<file path="src/rtl/calc_param.sv">
// Keypad calculator core: decimal entry, add/subtract/shift-add multiply, and an
// iterative binary-to-BCD refresh that streams digits to the 7-segment driver.
module calc_param #(
    parameter int unsigned DIGITS = 8,
    parameter int unsigned WIDTH  = 27,
    parameter int unsigned POS_W  = 4
) (
    input  logic             i_clock,
    input  logic             i_reset,
    input  logic [3:0]       i_cmd,
    input  logic             i_cmd_valid,
    output logic [1:0]       o_status,
    output logic [3:0]       o_data,
    output logic [POS_W-1:0] o_pos,
    output logic             o_disp_we,
    output logic             o_neg,
    output logic [2:0]       o_state
);

    function automatic logic [63:0] pow10(input int unsigned n);
        logic [63:0] p;
        p = 64'd1;
        for (int unsigned i = 0; i < n; i++) p = p * 64'd10;
        return p;
    endfunction

    localparam int unsigned BCD_W  = 4 * DIGITS;
    localparam int unsigned PROD_W = 2 * WIDTH;
    localparam int unsigned CNT_W  = $clog2(WIDTH + DIGITS + 1);

    localparam logic [PROD_W-1:0] MAXVAL       = PROD_W'(pow10(DIGITS) - 64'd1);
    localparam logic [CNT_W-1:0]  CNT_CONV_END = CNT_W'(WIDTH);
    localparam logic [CNT_W-1:0]  CNT_DISP_END = CNT_W'(WIDTH + DIGITS);
    localparam logic [CNT_W-1:0]  CNT_MUL_LAST = CNT_W'(WIDTH - 1);

    localparam logic [1:0] ST_ERR   = 2'b00;
    localparam logic [1:0] ST_BUSY  = 2'b01;
    localparam logic [1:0] ST_READY = 2'b10;

    localparam logic [3:0] CMD_ADD = 4'hA;
    localparam logic [3:0] CMD_SUB = 4'hB;
    localparam logic [3:0] CMD_MUL = 4'hC;
    localparam logic [3:0] CMD_CLR = 4'hD;
    localparam logic [3:0] CMD_EQ  = 4'hE;

    localparam logic [1:0] OP_NONE = 2'd0;
    localparam logic [1:0] OP_ADD  = 2'd1;
    localparam logic [1:0] OP_SUB  = 2'd2;
    localparam logic [1:0] OP_MUL  = 2'd3;

    typedef enum logic [2:0] {
        S_ENT_A   = 3'b000,
        S_ENT_B   = 3'b001,
        S_OP_WAIT = 3'b010,
        S_MUL     = 3'b011,
        S_ERR     = 3'b100,
        S_REFRESH = 3'b101
    } state_t;

    state_t             r_state, w_state_nxt;
    state_t             r_ret, w_ret_nxt;
    logic [WIDTH-1:0]   r_value, w_value_nxt;
    logic [WIDTH-1:0]   r_rega, w_rega_nxt;
    logic [1:0]         r_op, w_op_nxt;
    logic               r_neg, w_neg_nxt;
    logic               r_done, w_done_nxt;
    logic [CNT_W-1:0]   r_cnt, w_cnt_nxt;
    logic [WIDTH-1:0]   r_bin, w_bin_nxt;
    logic [BCD_W-1:0]   r_bcd, w_bcd_nxt;
    logic [PROD_W-1:0]  r_mcand, w_mcand_nxt;
    logic [WIDTH-1:0]   r_mplier, w_mplier_nxt;
    logic [PROD_W-1:0]  r_prod, w_prod_nxt;
    logic [1:0]         r_status, w_status_nxt;
    logic [3:0]         r_data, w_data_nxt;
    logic [POS_W-1:0]   r_pos, w_pos_nxt;
    logic               r_disp_we, w_disp_we_nxt;

    logic               w_accept, w_is_digit, w_is_op, w_fresh;
    logic               w_go_refresh, w_go_err, w_clear;
    logic [WIDTH-1:0]   w_base;
    logic [PROD_W-1:0]  w_append, w_sum, w_prod_step;
    logic [1:0]         w_op_sel;
    logic [BCD_W-1:0]   w_bcd_adj;
    logic [CNT_W-1:0]   w_digit_idx;
    logic [3:0]         w_digit;

    assign w_accept    = i_cmd_valid && (r_status == ST_READY);
    assign w_is_digit  = (i_cmd <= 4'd9);
    assign w_is_op     = (i_cmd >= CMD_ADD) && (i_cmd <= CMD_MUL);
    // A digit after OP_WAIT or after a completed '=' starts a new number
    assign w_fresh     = (r_state == S_OP_WAIT) || ((r_state == S_ENT_A) && r_done);
    assign w_base      = w_fresh ? '0 : r_value;
    assign w_append    = PROD_W'(w_base) * PROD_W'(10) + PROD_W'(i_cmd);
    assign w_sum       = PROD_W'(r_rega) + PROD_W'(r_value);
    assign w_prod_step = r_mplier[0] ? (r_prod + r_mcand) : r_prod;
    assign w_digit_idx = r_cnt - CNT_CONV_END;

    always_comb begin
        case (i_cmd)
            CMD_ADD: w_op_sel = OP_ADD;
            CMD_SUB: w_op_sel = OP_SUB;
            CMD_MUL: w_op_sel = OP_MUL;
            default: w_op_sel = OP_NONE;
        endcase
    end

    // Double-dabble add-3 correction applied before each shift
    always_comb begin
        w_bcd_adj = r_bcd;
        for (int unsigned k = 0; k < DIGITS; k++) begin
            if (r_bcd[4*k +: 4] >= 4'd5) w_bcd_adj[4*k +: 4] = r_bcd[4*k +: 4] + 4'd3;
        end
    end

    always_comb begin
        w_digit = 4'd0;
        for (int unsigned k = 0; k < DIGITS; k++) begin
            if (w_digit_idx == CNT_W'(k)) w_digit = r_bcd[4*k +: 4];
        end
    end

    always_comb begin
        w_state_nxt   = r_state;
        w_ret_nxt     = r_ret;
        w_value_nxt   = r_value;
        w_rega_nxt    = r_rega;
        w_op_nxt      = r_op;
        w_neg_nxt     = r_neg;
        w_done_nxt    = r_done;
        w_cnt_nxt     = r_cnt;
        w_bin_nxt     = r_bin;
        w_bcd_nxt     = r_bcd;
        w_mcand_nxt   = r_mcand;
        w_mplier_nxt  = r_mplier;
        w_prod_nxt    = r_prod;
        w_status_nxt  = r_status;
        w_data_nxt    = r_data;
        w_pos_nxt     = r_pos;
        w_disp_we_nxt = 1'b0;
        w_go_refresh  = 1'b0;
        w_go_err      = 1'b0;
        w_clear       = 1'b0;

        case (r_state)
            S_ENT_A, S_ENT_B, S_OP_WAIT: begin
                if (w_accept) begin
                    if (i_cmd == CMD_CLR) begin
                        w_clear = 1'b1;
                    end else if (w_is_digit) begin
                        if (w_append <= MAXVAL) begin
                            w_value_nxt  = WIDTH'(w_append);
                            w_done_nxt   = 1'b0;
                            if ((r_state == S_ENT_A) && r_done) w_neg_nxt = 1'b0;
                            w_ret_nxt    = (r_state == S_ENT_A) ? S_ENT_A : S_ENT_B;
                            w_go_refresh = 1'b1;
                        end
                    end else if (w_is_op) begin
                        if (r_state == S_ENT_A) begin
                            if (r_neg) begin
                                w_go_err = 1'b1;
                            end else begin
                                w_rega_nxt   = r_value;
                                w_op_nxt     = w_op_sel;
                                w_value_nxt  = '0;
                                w_done_nxt   = 1'b0;
                                w_ret_nxt    = S_OP_WAIT;
                                w_go_refresh = 1'b1;
                            end
                        end else if (r_state == S_OP_WAIT) begin
                            w_op_nxt = w_op_sel;
                        end else begin
                            w_go_err = 1'b1;
                        end
                    end else if (i_cmd == CMD_EQ) begin
                        if (r_state == S_ENT_B) begin
                            case (r_op)
                                OP_ADD: begin
                                    if (w_sum > MAXVAL) begin
                                        w_go_err = 1'b1;
                                    end else begin
                                        w_value_nxt  = WIDTH'(w_sum);
                                        w_neg_nxt    = 1'b0;
                                        w_done_nxt   = 1'b1;
                                        w_ret_nxt    = S_ENT_A;
                                        w_go_refresh = 1'b1;
                                    end
                                end
                                OP_SUB: begin
                                    if (r_rega < r_value) begin
                                        w_value_nxt = r_value - r_rega;
                                        w_neg_nxt   = 1'b1;
                                    end else begin
                                        w_value_nxt = r_rega - r_value;
                                        w_neg_nxt   = 1'b0;
                                    end
                                    w_done_nxt   = 1'b1;
                                    w_ret_nxt    = S_ENT_A;
                                    w_go_refresh = 1'b1;
                                end
                                OP_MUL: begin
                                    w_state_nxt  = S_MUL;
                                    w_status_nxt = ST_BUSY;
                                    w_cnt_nxt    = '0;
                                    w_mcand_nxt  = PROD_W'(r_rega);
                                    w_mplier_nxt = r_value;
                                    w_prod_nxt   = '0;
                                end
                                default: ;
                            endcase
                        end
                    end else begin
                        // Backspace; OP_WAIT has no operand being edited
                        if (r_state != S_OP_WAIT) begin
                            w_value_nxt  = r_value / WIDTH'(10);
                            w_done_nxt   = 1'b0;
                            w_ret_nxt    = r_state;
                            w_go_refresh = 1'b1;
                        end
                    end
                end
            end
            S_MUL: begin
                w_prod_nxt   = w_prod_step;
                w_mcand_nxt  = r_mcand << 1;
                w_mplier_nxt = r_mplier >> 1;
                w_cnt_nxt    = r_cnt + CNT_W'(1);
                if (r_cnt == CNT_MUL_LAST) begin
                    if (w_prod_step > MAXVAL) begin
                        w_go_err = 1'b1;
                    end else begin
                        w_value_nxt  = WIDTH'(w_prod_step);
                        w_neg_nxt    = 1'b0;
                        w_done_nxt   = 1'b1;
                        w_ret_nxt    = S_ENT_A;
                        w_go_refresh = 1'b1;
                    end
                end
            end
            S_REFRESH: begin
                w_cnt_nxt = r_cnt + CNT_W'(1);
                if (r_cnt < CNT_CONV_END) begin
                    w_bcd_nxt = {w_bcd_adj[BCD_W-2:0], r_bin[WIDTH-1]};
                    w_bin_nxt = {r_bin[WIDTH-2:0], 1'b0};
                end else if (r_cnt < CNT_DISP_END) begin
                    w_disp_we_nxt = 1'b1;
                    w_pos_nxt     = POS_W'(w_digit_idx);
                    w_data_nxt    = w_digit;
                end else begin
                    w_pos_nxt    = '0;
                    w_cnt_nxt    = '0;
                    w_status_nxt = ST_READY;
                    w_state_nxt  = r_ret;
                end
            end
            S_ERR: begin
                if (i_cmd_valid && (i_cmd == CMD_CLR)) w_clear = 1'b1;
            end
            default: w_go_err = 1'b1;
        endcase

        if (w_clear) begin
            w_value_nxt  = '0;
            w_rega_nxt   = '0;
            w_op_nxt     = OP_NONE;
            w_neg_nxt    = 1'b0;
            w_done_nxt   = 1'b0;
            w_ret_nxt    = S_ENT_A;
            w_go_refresh = 1'b1;
        end
        if (w_go_refresh) begin
            w_state_nxt  = S_REFRESH;
            w_status_nxt = ST_BUSY;
            w_cnt_nxt    = '0;
            w_bin_nxt    = w_value_nxt;
            w_bcd_nxt    = '0;
        end
        if (w_go_err) begin
            w_state_nxt  = S_ERR;
            w_status_nxt = ST_ERR;
        end
    end

    // Reset lands in REFRESH with value 0 so a zero display runs on release
    always_ff @(posedge i_clock or negedge i_reset) begin
        if (!i_reset) begin
            r_state   <= S_REFRESH;
            r_ret     <= S_ENT_A;
            r_value   <= '0;
            r_rega    <= '0;
            r_op      <= OP_NONE;
            r_neg     <= 1'b0;
            r_done    <= 1'b0;
            r_cnt     <= '0;
            r_bin     <= '0;
            r_bcd     <= '0;
            r_mcand   <= '0;
            r_mplier  <= '0;
            r_prod    <= '0;
            r_status  <= ST_BUSY;
            r_data    <= 4'd0;
            r_pos     <= '0;
            r_disp_we <= 1'b0;
        end else begin
            r_state   <= w_state_nxt;
            r_ret     <= w_ret_nxt;
            r_value   <= w_value_nxt;
            r_rega    <= w_rega_nxt;
            r_op      <= w_op_nxt;
            r_neg     <= w_neg_nxt;
            r_done    <= w_done_nxt;
            r_cnt     <= w_cnt_nxt;
            r_bin     <= w_bin_nxt;
            r_bcd     <= w_bcd_nxt;
            r_mcand   <= w_mcand_nxt;
            r_mplier  <= w_mplier_nxt;
            r_prod    <= w_prod_nxt;
            r_status  <= w_status_nxt;
            r_data    <= w_data_nxt;
            r_pos     <= w_pos_nxt;
            r_disp_we <= w_disp_we_nxt;
        end
    end

    assign o_status  = r_status;
    assign o_data    = r_data;
    assign o_pos     = r_pos;
    assign o_disp_we = r_disp_we;
    assign o_neg     = r_neg;
    assign o_state   = r_state;

endmodule
</file>
<file path="config.mk">
export PLATFORM = sky130hd
export DESIGN_NAME = calc_param
export DESIGN_NICKNAME = d
export VERILOG_FILES = /design/src/rtl/calc_param.sv
export SDC_FILE = /design/constraint.sdc
export NUM_CORES = 1
export LEC_CHECK = 0
export CORE_MARGIN = 2
export CORE_UTILIZATION = 49
export DETAILED_ROUTE_END_ITERATION = 10
export HOLD_SLACK_MARGIN = 0.1
export PLACE_DENSITY_LB_ADDON = 0.1
export SYNTH_ARGS = -nofsm -noshare
export SYNTH_HDL_FRONTEND = slang
export SYNTH_SLANG_ARGS = --single-unit
</file>
<file path="constraint.sdc">
create_clock -name i_clock -period 8.1 [get_ports i_clock]
set_input_delay 1.62 -clock i_clock [delete_from_list [all_inputs] [get_ports i_clock]]
set_output_delay 1.62 -clock i_clock [all_outputs]
set_load 0.02 [all_outputs]
</file>
-- After elaboration in Yosys (flattened, before gate mapping)
Index checks and enable logic that the tools add are counted.
- output and inout port bits: 15
- register bits: 275
- input bits: 7
- logic and storage cells: 353
- reduce and logical (&&, ||, !) cells: 30
- add/subtract/negate cells: 15
- bitwise operators: 1
- div/mod/pow operators: 1
- muxes and demuxes: 204
- magnitude comparators: 17
- eq/ne operators: 67
- multipliers: 1
- operators with widths (kind ; count):
    27-bit 2-to-1 mux ; 34
    54-bit 2-to-1 mux ; 15
    54-bit case mux with 2 select lines ; 2
    27-bit case mux with 2 select lines ; 3
    32-bit 2-to-1 mux ; 3
    3-bit 2-to-1 mux ; 26
    4-bit 2-to-1 mux ; 16
    1-bit 2-to-1 mux ; 61
    6-bit 2-to-1 mux ; 10
    54-bit adder ; 1
    54-bit by 27-bit > comparator with 1-bit output (second input constant) ; 1
    27-bit subtractor ; 2
    4-bit inequality test (second input constant) ; 13
    2-bit 2-to-1 mux ; 20
    3-bit inequality test (second input constant) ; 11
    31-bit by 4-bit adder with 32-bit output ; 1
    4-bit by 3-bit greater-or-equal comparator with 1-bit output (second input constant) ; 8
    32-bit by 27-bit less-or-equal comparator with 1-bit output (second input constant) ; 1
    27-bit by 3-bit multiplier with 30-bit output (second input constant) ; 1
    27-bit by 27-bit adder with 28-bit output ; 1
    4-bit by 2-bit adder with 4-bit output (second input constant) ; 7
    28-bit by 27-bit > comparator with 1-bit output (second input constant) ; 1
    27-bit by 4-bit divider with 27-bit output (second input constant) ; 1
    27-bit less-than comparator ; 1
    other kinds (48) ; 96

-- Logic depth before layout (Yosys ltp)
- depth in word-level cells: 15
- mapped depth: 39

-- Least setup slack after synthesis
OpenSTA, ideal clock, no wires.
- kind: reg2reg
- start point: register r_state[2] (netlist: o_state[2])
- end point: register r_bin[21]
- data arrival time: 7437 ps
- data required time: 7982 ps
- cell stages (with the launch flop): 34
- setup slack: 545 ps
- clock period less this slack: 7555 ps
- setup time: 118 ps
- cells stage by stage: dfstp_2 > clkbuf_1 > nor2_1 > a21boi_1 > clkbuf_1 > nor2_1 > ha_1 > ha_1 > nor2b_1 > o21ai_0 > a21oi_1 > o21ai_0 > a21boi_0 > o21ai_0 > a21boi_0 > o21ai_0 > a21boi_0 > o21ai_0 > a21boi_0 > o21a_1 > o21ai_0 > a211oi_1 > nor3_1 > xor2_1 > or4_1 > o41ai_1 > o21ai_1 > o21ai_1 > a21oi_1 > nand2_1 > clkbuf_1 > buf_1 > a21oi_1 > a21o_1
- cells in the longest elaborated chain, start to end: 15
- ends and longest elaborated chain (what ; line ; source):
    start: declaration ; 60 ; state_t r_state, w_state_nxt;
    start signal: assignment ; 304 ; r_state <= w_state_nxt;
    3-bit zero test ; 91, 144, 158 ;
    1-bit logical AND ; 91 ; assign w_fresh = (r_state == S_OP_WAIT) || ((r_state == S_ENT_A) && r_done);
    1-bit logical OR ; 91 ;
    27-bit 2-to-1 mux ; 92 ; assign w_base = w_fresh ? '0 : r_value;
    27-bit by 3-bit multiplier with 30-bit output ; 93 ; assign w_append = PROD_W'(w_base) * PROD_W'(10) + PROD_W'(i_cmd);
    31-bit by 4-bit adder with 32-bit output ; 93 ;
    32-bit by 27-bit less-or-equal comparator with 1-bit output ; 150 ; if (w_append <= MAXVAL) begin
    1-bit 2-to-1 mux ; 150 ;
    1-bit 2-to-1 mux ; 149 ; end else if (w_is_digit) begin
    1-bit 2-to-1 mux ; 147 ; if (i_cmd == CMD_CLR) begin
    1-bit 2-to-1 mux ; 146 ; if (w_accept) begin
    1-bit case mux with 2 select lines ; 144 ; case (r_state)
    1-bit 2-to-1 mux ; 261 ; if (w_clear) begin
    2-bit nonzero test (no source line) ; - ;
    2-bit AND reduction (no source line) ; - ;
    end signal: assignment ; 312 ; r_bin <= w_bin_nxt;
    end: declaration ; 68 ; logic [WIDTH-1:0] r_bin, w_bin_nxt;
Parallel ways exist; a longest one is shown, timed or not.
A chain may end at the register's enable or synchronous reset.

-- Final worst setup path
- start point: register r_value[25]
- end point: register r_bin[1]
- cells in the longest elaborated chain, start to end: 14
- ends and longest elaborated chain (what ; line ; source):
    start: declaration ; 62 ; logic [WIDTH-1:0] r_value, w_value_nxt;
    start signal: assignment ; 306 ; r_value <= w_value_nxt;
    branches (longest 14 deep; another with 27-bit by 4-bit divider with 27-bit output) ; - ;
Several ways; the timed one is not identified.

==> qor.yml <==
cells_and_area:
  flow.area_growth_from_synthesis_pct: 16.02
  final_cell_area_um2: 33570
  layout.cells.most_common: "nand2_1"
  fillCellCount: 5505
  fin_nets: 4208
  fin_cells: 4784
  antenna-diode-count: 0
  most-common-layout-cells: "nand2_1 (456), nor2_1 (364), buf_4 (323)"
  drive_above_1_share_pct: 15.56
clock_tree:
  worst_setup_hold_path_clk_slew_ps: 60
  clock_path_buffers: 3
  clock-root-buffer: "clkbuf_16"
  cts_tree: "yes"
  number_of_clock_buffers_inserted_by_tritoncts: 35
  cts_num_sinks: 275
  worst_skew_pair.late_latency_ps: 580
  htree_levels: 2
  post_cts_hold_buffer_count: 0
grt:
  grt_first_pass_wirelength_um: 171400
  largest_net_degree_at_the_start_of_global_routing: 158
  grt_util_all_layers_pct: 35.68
  grt_antenna_before_repair: 0
  globalRoute.totalOverflow: 0
  grt_pass1_vias: 29560
place:
  dp_hpwl_um: 82230
  post_place_instance_area_um2: 31400
  place_worst_setup_slack_ps: -222.5
  io_buffers: 21
  place_congestion: 1.018
  placed_cells: 4700
routing:
  wl_met2_um: 50110
  wl_met1_um: 47260
  route.top_layer_used: "met4"
  wl_per_cell_um: 23.48
  count_of_antenna_violating_nets_left_after_detailed_routing: 0
  drt_wl_total_um: 112300
  detailroute.via_count: 31470
  detail_route.drc_violations: 0
  met3_wirelength_um: 9151
  first_pass_iters: 9
  drtIter0Drc: 2947
  vias_per_cell: 6.578
setup_path:
  path_max_fanout: 9
  cp_dominant_cell_by_count: "buf_4"
  critical_path.max_stage_delay_ps: 470
  critPathArrivalTime_ps: 8440
  setup.worst_path.start_class: "register"
  cp_data_required_time_ps: 8550
  critical-path-slowest-cell: "dfrtp_2"
  setup.worst_path.class: "reg -> reg"
  worstSetupEndpointType: "register"
synth:
  netlist.top_cell.by_area: "dfrtp_1"
  synth.ff_latch_count: 275
  synth-warning-count: 0
  synthTopCellsByArea: "dfrtp_1 (24%), ha_1 (9.1%), nand2_1 (5.9%)"
  synthFlopType: "dfrtp_1"
  post_synth_num_cell_types: 135
  mappedNetlistNets: 4077
  syn_area_per_cell_um2: 7.508
  async_reset_ff_share_pct: 100.0
  synth_top_area_share_pct: 23.52
  synth_enable_flop_cells: 0
  synthesis.instances: 3854
  post_synthesis_cell_area_um2: 28940
  ys_seq_area_share_pct: 23.79
floorplanning:
  rows: 89
  dieArea_um2: 61020
  effective_utilization_at_floorplan_pct: 49.31
  placeableCoreArea_um2: 58690
  pin_count: 22
  die_boundary_height_um: 247.0
  die_width_um: 247.0
timing:
  layout_worst_path_cycle_share_pct: 98.69
  report.final.hold_viol_count: 0
  slew_viol_final: 0
  slew-limit-headroom_pct: 13.29
  max_clock_freq_mhz: 125.1
  worst_clock_skew_ps: 31.29
  setup_tns_ps: 0
  timing.final.ws_setup_ps: 105.7
  time_the_worst_path_needs_with_i_o_delays_and_setup_ps: 7994
  grt_setup_unrepaired: "yes"
  timing_worst_slew_pin_value_ps: 1294
  finalSetupViolations: 0
status:
  outcome: "completed"
worst_hold_path:
  min_path_type: "reg -> reg"
flow_run:
  cap_violations: 0
## synthesized netlist by cell type, types with 78 or more instances
| library cell | number |
|---|---|
| a31oi_1 | 107 |
| nor2_1 | 373 |
| nand2_1 | 457 |
| o21ai_0 | 295 |
| ha_1 | 210 |
| nor3_1 | 78 |
| nand3_1 | 149 |
| a21oi_1 | 328 |
| dfrtp_1 | 272 |
| inv_1 | 171 |
| xnor2_1 | 104 |
| clkbuf_1 | 185 |
## sequential cells by signal, indices dropped and copies added (netlist names)
name / count
r_op: 2
r_bin: 27
r_prod: 54
r_mplier: 27
o_data: 4
o_disp_we: 1
r_ret: 3
r_bcd: 32
r_rega: 27
o_neg: 1
r_cnt: 6
r_value: 27
o_state: 3
o_pos: 4
r_done: 1
o_status: 2
r_mcand: 54
## through the flow
step           hold slack (ps)  util, %
6_report                 483.9    57.21
3_3_place_gp             468.0    53.51
4_1_cts                  490.3    55.73
3_5_place_dp             473.6    53.51
2_1_floorplan            443.2        -
5_1_grt                  499.0    57.21
## metal layers
metal  vias to the layer above  GRT usage [%]
met5                         -              0
met4                         0          15.56
met3                       375          6.316
met2                      1522          56.81
met1                     15220          47.31
li1                      14350              -
## worst max-delay path, delay by kind of cell, from the launching register on
family | cells | cell delay [ps]
multiplexers | 2 | 400
buffers and inverters | 9 | 1320
AND/OR/NAND/NOR | 8 | 2080
flip-flops | 1 | 470
AO/OA/AOI/OAI | 17 | 3560
## final timing paths
path	start	end	slack (ps)	cells past startpoint
setup / recovery	r_value[25]	r_bin[1]	110	36
hold / removal	r_ret[2]	r_ret[2]	480	1
setup reg to reg	r_value[25]	r_bin[1]	110	36
hold reg to reg	r_ret[2]	r_ret[2]	480	1
max in group asynchronous	i_reset	r_rega[3]	5430	2
min in group asynchronous	i_reset	r_mplier[26]	1160	1
## kinds of logic after synthesis
group	synth area share, %
muxes	2.612
DFF	23.79
AOI/OAI and AO/OA	30.80
adders and majority gates	9.530
buffers and inverters	6.667
xor gates and xnor gates	4.250
and+or+nand+nor	22.35
## what timing repair did
item	4_1_cts	5_1_grt
setup endpoints to repair	10	102
cloned	0	1
resized for setup	29	143
buffers inserted	1	19
pin swaps	2	36
## layout make-up
class / instances / area (um2) / share of cell area, %
Sequential cell: 275 / 6890 / 20.52
Clock inverter: 12 / 180.2 / 0.5367
Multi-Input combinational cell: 3134 / 20950 / 62.41
Timing Repair Buffer: 360 / 2904 / 8.650
Tap cell: 773 / 967.2 / 2.881
Inverter: 179 / 671.9 / 2.001
Clock buffer: 51 / 1006 / 2.996
Power is not shown: default switching activity piles up to over one toggle a cycle in this logic, so the estimate is an artifact.
